$ cat src/rtl/m16_pkg.sv
// m16_pkg: shared types, constants and helpers for the M16 SIMD adder.
// HSUM reduction support is selected with the M16_SEQ_HSUM_EN macro.
package m16_pkg;

    localparam int LANES  = 4;
    localparam int SLOT_W = 8;
    localparam int DATA_W = LANES * SLOT_W;

    typedef enum logic [1:0] {OP_ADD, OP_SUB, OP_HSUM, OP_RSV} op_e;
    typedef enum logic [1:0] {W8, W16, W32, WILL} width_e;
    typedef enum logic [2:0] {
        S_IDLE, S_EXEC, S_RED1, S_RED2, S_RESP
    } state_e;

    function automatic logic slot_first(input width_e w, input int i);
        case (w)
            W16:     return (i % 2) == 0;
            W32:     return i == 0;
            default: return 1'b1;
        endcase
    endfunction

    function automatic logic slot_last(input width_e w, input int i);
        case (w)
            W16:     return (i % 2) == 1;
            W32:     return i == LANES - 1;
            default: return 1'b1;
        endcase
    endfunction

    // Top slot of a group carries 0x7F/0x80, lower slots 0xFF/0x00.
    function automatic logic [SLOT_W-1:0] sat_slot(input logic top,
                                                   input logic neg);
        if (top)
            return neg ? 8'h80 : 8'h7F;
        return neg ? 8'h00 : 8'hFF;
    endfunction

    function automatic logic [15:0] sext16(input logic [7:0] v);
        return {{8{v[7]}}, v};
    endfunction

    function automatic logic [31:0] sext32(input logic [15:0] v);
        return {{16{v[15]}}, v};
    endfunction

endpackage

$ cat src/rtl/m16_lane_adder.sv
// m16_lane_adder: combinational 4x8-bit adder with width-grouped carries.
// Overflow is signed overflow of each group, flagged at its top slot.
module m16_lane_adder
    import m16_pkg::*;
(
    input  logic [DATA_W-1:0] a,
    input  logic [DATA_W-1:0] b,
    input  width_e            width,
    input  logic              carry_in,
    output logic [DATA_W-1:0] sum,
    output logic [LANES-1:0]  carry_out,
    output logic [LANES-1:0]  ovf
);

    logic              c;
    logic [SLOT_W:0]   s;
    logic [SLOT_W-1:0] sa;
    logic [SLOT_W-1:0] sb;

    always_comb begin
        sum       = '0;
        carry_out = '0;
        ovf       = '0;
        c         = carry_in;
        s         = '0;
        sa        = '0;
        sb        = '0;
        for (int i = 0; i < LANES; i++) begin
            sa = a[i*SLOT_W +: SLOT_W];
            sb = b[i*SLOT_W +: SLOT_W];
            if (slot_first(width, i))
                c = carry_in;
            s = {1'b0, sa} + {1'b0, sb} + {{SLOT_W{1'b0}}, c};
            sum[i*SLOT_W +: SLOT_W] = s[SLOT_W-1:0];
            carry_out[i] = s[SLOT_W];
            if (slot_last(width, i))
                ovf[i] = (sa[SLOT_W-1] == sb[SLOT_W-1]) &&
                         (s[SLOT_W-1] != sa[SLOT_W-1]);
            c = s[SLOT_W];
        end
    end

endmodule

$ cat src/rtl/m16_alu_sequencer.sv
// m16_alu_sequencer: valid/ready sequencer around m16_lane_adder.
// Define M16_SEQ_HSUM_EN to build HSUM and its RED1/RED2 reduction.
module m16_alu_sequencer
    import m16_pkg::*;
(
    input  logic        clk,
    input  logic        rst,
    input  logic        req_valid,
    output logic        req_ready,
    input  logic [1:0]  req_op,
    input  logic [1:0]  req_width,
    input  logic        req_sat,
    input  logic [31:0] req_a,
    input  logic [31:0] req_b,
    output logic        rsp_valid,
    input  logic        rsp_ready,
    output logic [31:0] rsp_data,
    output logic [3:0]  rsp_ovf,
    output logic        rsp_err
);

    state_e            state_q, state_d;
    op_e               op_q;
    width_e            width_q;
    logic              sat_q;
    logic [DATA_W-1:0] a_q, b_q;

    logic [DATA_W-1:0] add_a, add_b, add_sum;
    width_e            add_w;
    logic              add_cin;
    logic [LANES-1:0]  add_ovf, unused_cout;

    logic [DATA_W-1:0] res_data;
    logic [LANES-1:0]  res_ovf, grp_ovf, grp_neg;
    logic              res_err, bad, hsum_ok, hsum8;

`ifdef M16_SEQ_HSUM_EN
    assign hsum_ok = 1'b1;
`else
    assign hsum_ok = 1'b0;
`endif
    assign hsum8 = hsum_ok && req_op == OP_HSUM && req_width == W8;
    assign bad = op_q == OP_RSV || width_q == WILL ||
                 (op_q == OP_HSUM && !hsum_ok);

    assign req_ready = state_q == S_IDLE;
    assign rsp_valid = state_q == S_RESP;

    always_ff @(posedge clk or posedge rst) begin
        if (rst)
            state_q <= S_IDLE;
        else
            state_q <= state_d;
    end

    always_comb begin
        state_d = state_q;
        case (state_q)
            S_IDLE: if (req_valid) state_d = hsum8 ? S_RED1 : S_EXEC;
            S_EXEC: state_d = S_RESP;
`ifdef M16_SEQ_HSUM_EN
            S_RED1: state_d = S_RED2;
            S_RED2: state_d = S_RESP;
`endif
            S_RESP: if (rsp_ready) state_d = S_IDLE;
            default: state_d = S_IDLE;
        endcase
    end

    // HSUM reuses a_q: RED1 overwrites it with the two 16-bit partials.
    always_comb begin
        add_a   = a_q;
        add_b   = b_q;
        add_w   = width_q;
        add_cin = 1'b0;
        if (op_q == OP_SUB) begin
            add_b   = ~b_q;
            add_cin = 1'b1;
        end
`ifdef M16_SEQ_HSUM_EN
        if (op_q == OP_HSUM) begin
            add_a = sext32(a_q[31:16]);
            add_b = sext32(a_q[15:0]);
            add_w = W32;
            if (state_q == S_RED1) begin
                add_a = {sext16(a_q[31:24]), sext16(a_q[15:8])};
                add_b = {sext16(a_q[23:16]), sext16(a_q[7:0])};
                add_w = W16;
            end
        end
`endif
    end

    m16_lane_adder u_adder (
        .a         (add_a),
        .b         (add_b),
        .width     (add_w),
        .carry_in  (add_cin),
        .sum       (add_sum),
        .carry_out (unused_cout),
        .ovf       (add_ovf)
    );

    always_comb begin
        res_data = '0;
        res_ovf  = '0;
        res_err  = 1'b0;
        case (width_q)
            W16: begin
                grp_ovf = {{2{add_ovf[3]}}, {2{add_ovf[1]}}};
                grp_neg = {{2{a_q[31]}}, {2{a_q[15]}}};
            end
            W32: begin
                grp_ovf = {LANES{add_ovf[3]}};
                grp_neg = {LANES{a_q[31]}};
            end
            default: begin
                grp_ovf = add_ovf;
                grp_neg = {a_q[31], a_q[23], a_q[15], a_q[7]};
            end
        endcase
        if (bad) begin
            res_err = 1'b1;
        end else if (op_q == OP_HSUM) begin
            res_data = (width_q == W32) ? a_q : add_sum;
        end else begin
            res_ovf = add_ovf;
            for (int i = 0; i < LANES; i++)
                res_data[i*SLOT_W +: SLOT_W] = (sat_q && grp_ovf[i]) ?
                    sat_slot(slot_last(width_q, i), grp_neg[i]) :
                    add_sum[i*SLOT_W +: SLOT_W];
        end
    end

    always_ff @(posedge clk or posedge rst) begin
        if (rst) begin
            op_q     <= OP_ADD;
            width_q  <= W8;
            sat_q    <= 1'b0;
            a_q      <= '0;
            b_q      <= '0;
            rsp_data <= '0;
            rsp_ovf  <= '0;
            rsp_err  <= 1'b0;
        end else begin
            if (state_q == S_IDLE && req_valid) begin
                op_q    <= op_e'(req_op);
                width_q <= width_e'(req_width);
                sat_q   <= req_sat;
                a_q     <= req_a;
                b_q     <= req_b;
            end
`ifdef M16_SEQ_HSUM_EN
            if (state_q == S_RED1)
                a_q <= add_sum;
`endif
            if (state_q == S_EXEC || state_q == S_RED2) begin
                rsp_data <= res_data;
                rsp_ovf  <= res_ovf;
                rsp_err  <= res_err;
            end
        end
    end

endmodule
$ cat config.mk
export PLATFORM = sky130hd
export DESIGN_NAME = m16_alu_sequencer
export DESIGN_NICKNAME = d
export VERILOG_FILES = /design/src/rtl/m16_pkg.sv /design/src/rtl/m16_lane_adder.sv /design/src/rtl/m16_alu_sequencer.sv
export SDC_FILE = /design/constraint.sdc
export NUM_CORES = 1
export LEC_CHECK = 0
export CAP_MARGIN = 20
export CORE_MARGIN = 2
export CORE_UTILIZATION = 45
export DETAILED_ROUTE_END_ITERATION = 6
export HOLD_SLACK_MARGIN = 0.05
export PLACE_DENSITY_LB_ADDON = 0.2
export SYNTH_ARGS = -nofsm -noshare
export SYNTH_HDL_FRONTEND = slang
export SYNTH_SLANG_ARGS = --single-unit
$ cat constraint.sdc
create_clock -name clk -period 9.04 [get_ports clk]
set_input_delay 1.356 -clock clk [delete_from_list [all_inputs] [get_ports clk]]
set_output_delay 1.356 -clock clk [all_outputs]
set_load 0.05 [all_outputs]
-- Yosys cells after proc, flatten, opt, wreduce, memory -nomap -nowiden
Index checks and enable logic that the tools add are counted.
- input bits: 73
- output and inout bits: 39
- register bits after elaboration: 109
- add/sub/neg operators: 8
- reduce and logical (&&, ||, !) cells: 15
- eq/ne operators: 19
- bitwise gates (word level): 1
- multiplexer cells: 56
- operators with widths (cell ; count):
    2-to-1 mux 8 bit ; 20
    2-to-1 mux 32 bit ; 4
    NOT 32 bit ; 1
    adder 8 x 8 -> 9 bit ; 3
    adder 9 x 1 -> 9 bit ; 3
    2-to-1 mux 1 bit ; 25
    one-hot mux 3 bit (2 select lines) ; 2
    logical AND 1 bit ; 9
    one-hot mux 3 bit (3 select lines) ; 1
    adder 8 x 1 -> 8 bit ; 1
    adder 8 bit ; 1
    equality test 2 bit (second input constant) ; 4
    2-to-1 mux 4 bit ; 2
    2-to-1 mux 3 bit ; 2
    equality test 1 bit ; 4
    equality test 2 x 1 -> 1 bit (second input constant) ; 2
    inequality test 1 bit ; 4
    equality test 3 x 1 -> 1 bit (second input constant) ; 1
    equality test 3 x 2 -> 1 bit (second input constant) ; 1
    equality test 3 bit (second input constant) ; 1
    zero test 3 bit ; 1
    logical OR 1 bit ; 3
    inequality test 2 x 1 -> 1 bit (second input constant) ; 1
    inequality test 2 bit (second input constant) ; 1
    2 further kinds ; 2

-- Longest topological paths before layout
Gate-level depths: netlist (run 1).
- word-level depth: 17
- mapped depth: 38
- mapped depth without buffers: 36

-- Hierarchy
A second synthesis (run 1) with hierarchy kept.
- cell total of the unflattened synthesis: 539
- area total of the unflattened synthesis: 6115.9 um^2
- modules (own cells, without submodules) (module ; instances ; area each (um^2) ; cells an instance):
    m16_alu_sequencer ; 1 ; 4674.5 ; 363
    m16_lane_adder ; 1 ; 1441.4 ; 176

-- Worst setup path before layout (run 1)
No wires, ideal clock.
- path kind: register to register
- start: register op_q[1]
- end: register rsp_data[0]
- setup slack: 1.090 ns
- cell stages (with the launch flop): 39
- library setup time: 0.126 ns
- path buffers: 3
- clock period less this slack: 7.950 ns
- arrival time: 7.824 ns
- path through: dfrtp_1 > nand2b_1 > buf_2 > buf_1 > xnor2_1 > fa_1 > a21o_1 > a21oi_1 > nor2b_1 > o21a_1 > o21a_1 > o21ai_0 > a22oi_1 > fa_1 > fa_1 > a21o_1 > a21oi_1 > o21a_1 > [... 3 more ...] > o21ai_0 > fa_1 > fa_1 > a21o_1 > a21oi_1 > o21a_1 > nor2_1 > o21ai_0 > a22o_1 > fa_1 > nand3b_1 > a21oi_1 > nor2_1 > and4_1 > o311ai_2 > and3_4 > buf_6 > a221o_1
- longest elaborated chain between the ends: 17
- elaborated cells on any way between the ends: 35
- ends and longest elaborated chain (element ; line ; source):
    start: declaration ; m16_alu_sequencer.sv:23 ; op_e op_q;
    start signal: assignment ; m16_alu_sequencer.sv:147 ; op_q <= op_e'(req_op);
    equality test 2 x 1 -> 1 bit ; m16_alu_sequencer.sv:76 ; if (op_q == OP_SUB) begin
    2-to-1 mux 32 bit ; m16_alu_sequencer.sv:76 ;
    adder 8 x 8 -> 9 bit ; m16_lane_adder.sv:33 ; s = {1'b0, sa} + {1'b0, sb} + {{SLOT_W{1'b0}}, c};
    adder 9 x 1 -> 9 bit ; m16_lane_adder.sv:33 ;
    2-to-1 mux 1 bit ; m16_lane_adder.sv:31 ; if (slot_first(width, i))
    adder 9 x 1 -> 9 bit ; m16_lane_adder.sv:33 ;
    2-to-1 mux 1 bit ; m16_lane_adder.sv:31 ;
    adder 9 x 1 -> 9 bit ; m16_lane_adder.sv:33 ;
    2-to-1 mux 1 bit ; m16_lane_adder.sv:31 ;
    adder 8 x 1 -> 8 bit ; m16_lane_adder.sv:33 ;
    inequality test 1 bit ; m16_lane_adder.sv:38 ; (s[SLOT_W-1] != sa[SLOT_W-1]);
    logical AND 1 bit ; m16_lane_adder.sv:37 ; ovf[i] = (sa[SLOT_W-1] == sb[SLOT_W-1]) &&
    one-hot mux 3 bit (2 select lines) ; m16_alu_sequencer.sv:108 ; case (width_q)
    logical AND 1 bit ; m16_alu_sequencer.sv:129 ; res_data[i*SLOT_W +: SLOT_W] = (sat_q && grp_ovf[i]) ?
    2-to-1 mux 8 bit ; m16_alu_sequencer.sv:129 ;
    2-to-1 mux 32 bit ; m16_alu_sequencer.sv:124 ; end else if (op_q == OP_HSUM) begin
    2-to-1 mux 32 bit (*) ; m16_alu_sequencer.sv:122 ; if (bad) begin
    end signal: assignment ; m16_alu_sequencer.sv:158 ; rsp_data <= res_data;
    end: declaration ; m16_alu_sequencer.sv:17 ; output logic [31:0] rsp_data,
Every way passes the cells marked *; elsewhere a longest branch is shown, timed or not.
A chain may end at the register's enable or synchronous reset.

-- Worst setup path after layout (run 1)
- start: register op_q[1]
- end: register rsp_data[3]
The elaborated chain is that of the path after synthesis.

==> impl_metrics.toml, run 1 <==
[placed_design]
post-dp-hpwl_um = 9510
gp_congestion = 0.8542
dp.cells = 795
portBuffers = 111

[timing]
rsz0062_at_grt = "no"
finalClockSkew_ns = 0.009251
fin_setup_tns_ns = 0
fin_crit_ns = 8.193
slew_headroom = 0.3511
worst_slew_pin_slew_ns = 0.9734
slew_violations = 0
post-route-period-util = 0.9063
final-setup-viol-count = 0
finalHoldViolations = 0
fmax_mhz = 122.1

[global_route]
track_usage = 0.1993
first_global_vias = 4546
grt_pass1_wl_um = 22400
antenna_found_initial = 0
grt_overflow = 0
grt_max_degree = 77

[synthesis]
synth_ff_type = "dfrtp_1"
synthCells = 525
yosysTopAreaCell = "dfrtp_1"
synth_area_leaders = "dfrtp_1, mux2_2, ha_1"
synth-edff-count = 0
syn_avg_cell_area_um2 = 11.34
synthesis.nets = 637
synthArstFlopShare = 1.000
synth-seq-cells = 108
seq_area_frac_synth = 0.4538
netlist_area_um2 = 5956
yosysTopAreaCellShare = 0.4538
synth.distinct_cells = 63
yosysWarnings = 0

[clock_tree]
clk_pin_slew_ns = 0.07
cts-buffers-inserted = 9
cts.hold.buffers_added = 0
numClockSinks = 108
cts-root-buf = "clkbuf_16"
clk_path_buf_depth = 2
insertion_delay_ns = 0.36
cts-resized-gates = 0
cts_tree = "yes"
cts_htree_levels = 3
cts_setup_buffers = 0

[floorplan]
core_area_um2 = 13090
die_y_um = 119.0
die_width_um = 119.0
pin_count = 112
start_util = 0.4552
rows = 42
die-area_um2 = 14170

[drt]
wl_met2_um = 6067
ant_nets = 0
drtIter0Drc = 175
via_count = 4353
wl_per_cell_um = 16.14
wl_met1_um = 6014
vias_per_cell = 5.381
drc_errors = 0
wl_met3_um = 686
first_pass_iters = 4
routed_wl_um = 13060
top_layer_used = "met4"

[worst_setup_path]
start_kind = "flip-flop"
end_kind = "flip-flop"
cp.arrival_ns = 8.43
critPathKind = "reg2reg"
worstPathRequired_ns = 9.28
cpMaxStageDelayCell = "fa_1"
slowest_delay_ns = 0.45
path_max_fanout = 16

[finish]
drive_gt1_frac = 0.1501
antennaDiodeCount = 0
nFillCells = 1103
final_cells = 809
nNetsFinal = 742
syn_to_final_growth_pct = 26.76

[job]
drv_cap = 0

[min_path]
hold_class = "reg2reg"

[status]
outcome = "finished clean"
-- critical path, delay by kind of cell, from the launching register on --
family          cells  cell delay [ns]
flops               1             0.44
xor+xnor            1             0.15
compound gates     21             4.06
simple gates        7             0.97
fa+ha+maj           6             2.24
buf+inv             1             0.22
-- final timing paths --
kind	from	endpoint	slack, ns	depth (start not counted)
setup / recovery	op_q[1]$_DFFE_PP0P_	rsp_data[3]$_DFFE_PP0N_	0.85	36
hold reg to reg	rsp_data[16]$_DFFE_PP0N_	rsp_data[16]$_DFFE_PP0N_	0.48	2
setup reg to reg	op_q[1]$_DFFE_PP0P_	rsp_data[3]$_DFFE_PP0N_	0.85	36
min in group asynchronous	rst	a_q[10]$_DFFE_PP0P_	1.35	2
max in group asynchronous	rst	rsp_data[8]$_DFFE_PP0N_	6.37	3
hold / removal	rsp_data[16]$_DFFE_PP0N_	rsp_data[16]$_DFFE_PP0N_	0.48	2
-- area by class of cell --
| class | instances | area (um2) | share of cell area |
|---|---|---|---|
| tap | 176 | 220.2 | 0.02917 |
| sequential | 108 | 2703 | 0.3580 |
| clock inverter | 2 | 60.06 | 0.007955 |
| inverter | 16 | 62.56 | 0.008286 |
| multi-input combinational | 378 | 3102 | 0.4108 |
| clock buffer | 12 | 246.5 | 0.03265 |
| timing repair buffer | 117 | 1156 | 0.1531 |
-- per-layer routing --
metal / global-route usage / vias up
met5: 0 / -
met4: 0.08631 / 0
met3: 0.03831 / 21
met2: 0.3172 / 109
met1: 0.2661 / 2118
li1: - / 2105
-- cells in the final DEF (no fill, tap or decap), types with 6 or more instances in the layout --
| cell type | synthesis | final |
|---|---|---|
| clkdlybuf4s50_1 | 0 | 111 |
| dfrtp_1 | 108 | 108 |
| mux2_2 | 63 | 63 |
| xnor2_1 | 44 | 44 |
| nand2_1 | 38 | 38 |
| ha_1 | 32 | 32 |
| o21ai_0 | 30 | 30 |
| nor2_1 | 27 | 27 |
| a21oi_1 | 22 | 22 |
| inv_1 | 16 | 15 |
| a221o_1 | 14 | 14 |
| xor2_1 | 10 | 10 |
| clkbuf_16 | 0 | 9 |
| o21a_1 | 7 | 7 |
| a21o_1 | 7 | 7 |
| a22oi_1 | 7 | 7 |
| fa_1 | 7 | 7 |
| buf_4 | 0 | 6 |
-- Yosys cell counts, types with 6 or more instances --
| master | count |
|---|---|
| a21o_1 | 7 |
| a21oi_1 | 22 |
| a221o_1 | 14 |
| a22oi_1 | 7 |
| buf_1 | 6 |
| clkbuf_1 | 14 |
| dfrtp_1 | 108 |
| fa_1 | 7 |
| ha_1 | 32 |
| inv_1 | 16 |
| mux2_2 | 63 |
| nand2_1 | 38 |
| nor2_1 | 27 |
| o21a_1 | 7 |
| o21ai_0 | 30 |
| xnor2_1 | 44 |
| xor2_1 | 10 |
-- metrics by stage --
step / util / setup WS [ns] / instance area, um2 / hold slack [ns]
6_report: 0.5770 / 0.8471 / 7550 / 0.4829
3_3_place_gp: 0.5535 / 1.061 / 7243 / 0.4640
2_1_floorplan: - / 1.090 / 5956 / 0.4875
3_5_place_dp: 0.5535 / 0.8335 / 7243 / 0.4720
4_1_cts: 0.5770 / 0.8067 / 7550 / 0.4911
5_1_grt: 0.5770 / 0.1226 / 7550 / 0.5150
-- flip-flops by register name, summed over array words and instances, names as in the netlist --
| signal | count |
|---|---|
| a_q | 32 |
| b_q | 32 |
| rsp_data | 32 |
| rsp_ovf | 4 |
| add_w | 2 |
| op_q | 2 |
| state_q | 2 |
| rsp_err | 1 |
| sat_q | 1 |
-- logic make-up after synthesis --
family,Yosys count,share of synthesized area
compound gates,122,0.1475
xor+xnor,54,0.07941
fa+ha+maj,39,0.09075
buf+inv,39,0.02626
flops,108,0.4538
mux,65,0.1225
simple gates,98,0.07983
Power of run 1 is left out: the tool's default activity adds up to more than one toggle a clock period on the data nets, which glitch-free logic cannot reach.
==> run 2, diff against run 1 <==
CAP_MARGIN = 10   (was 20)
==> results of run 2 <==
Same layout as run 1: the final DEF is identical, and so are final timing and power.
Power of run 2 is left out for the same reason.
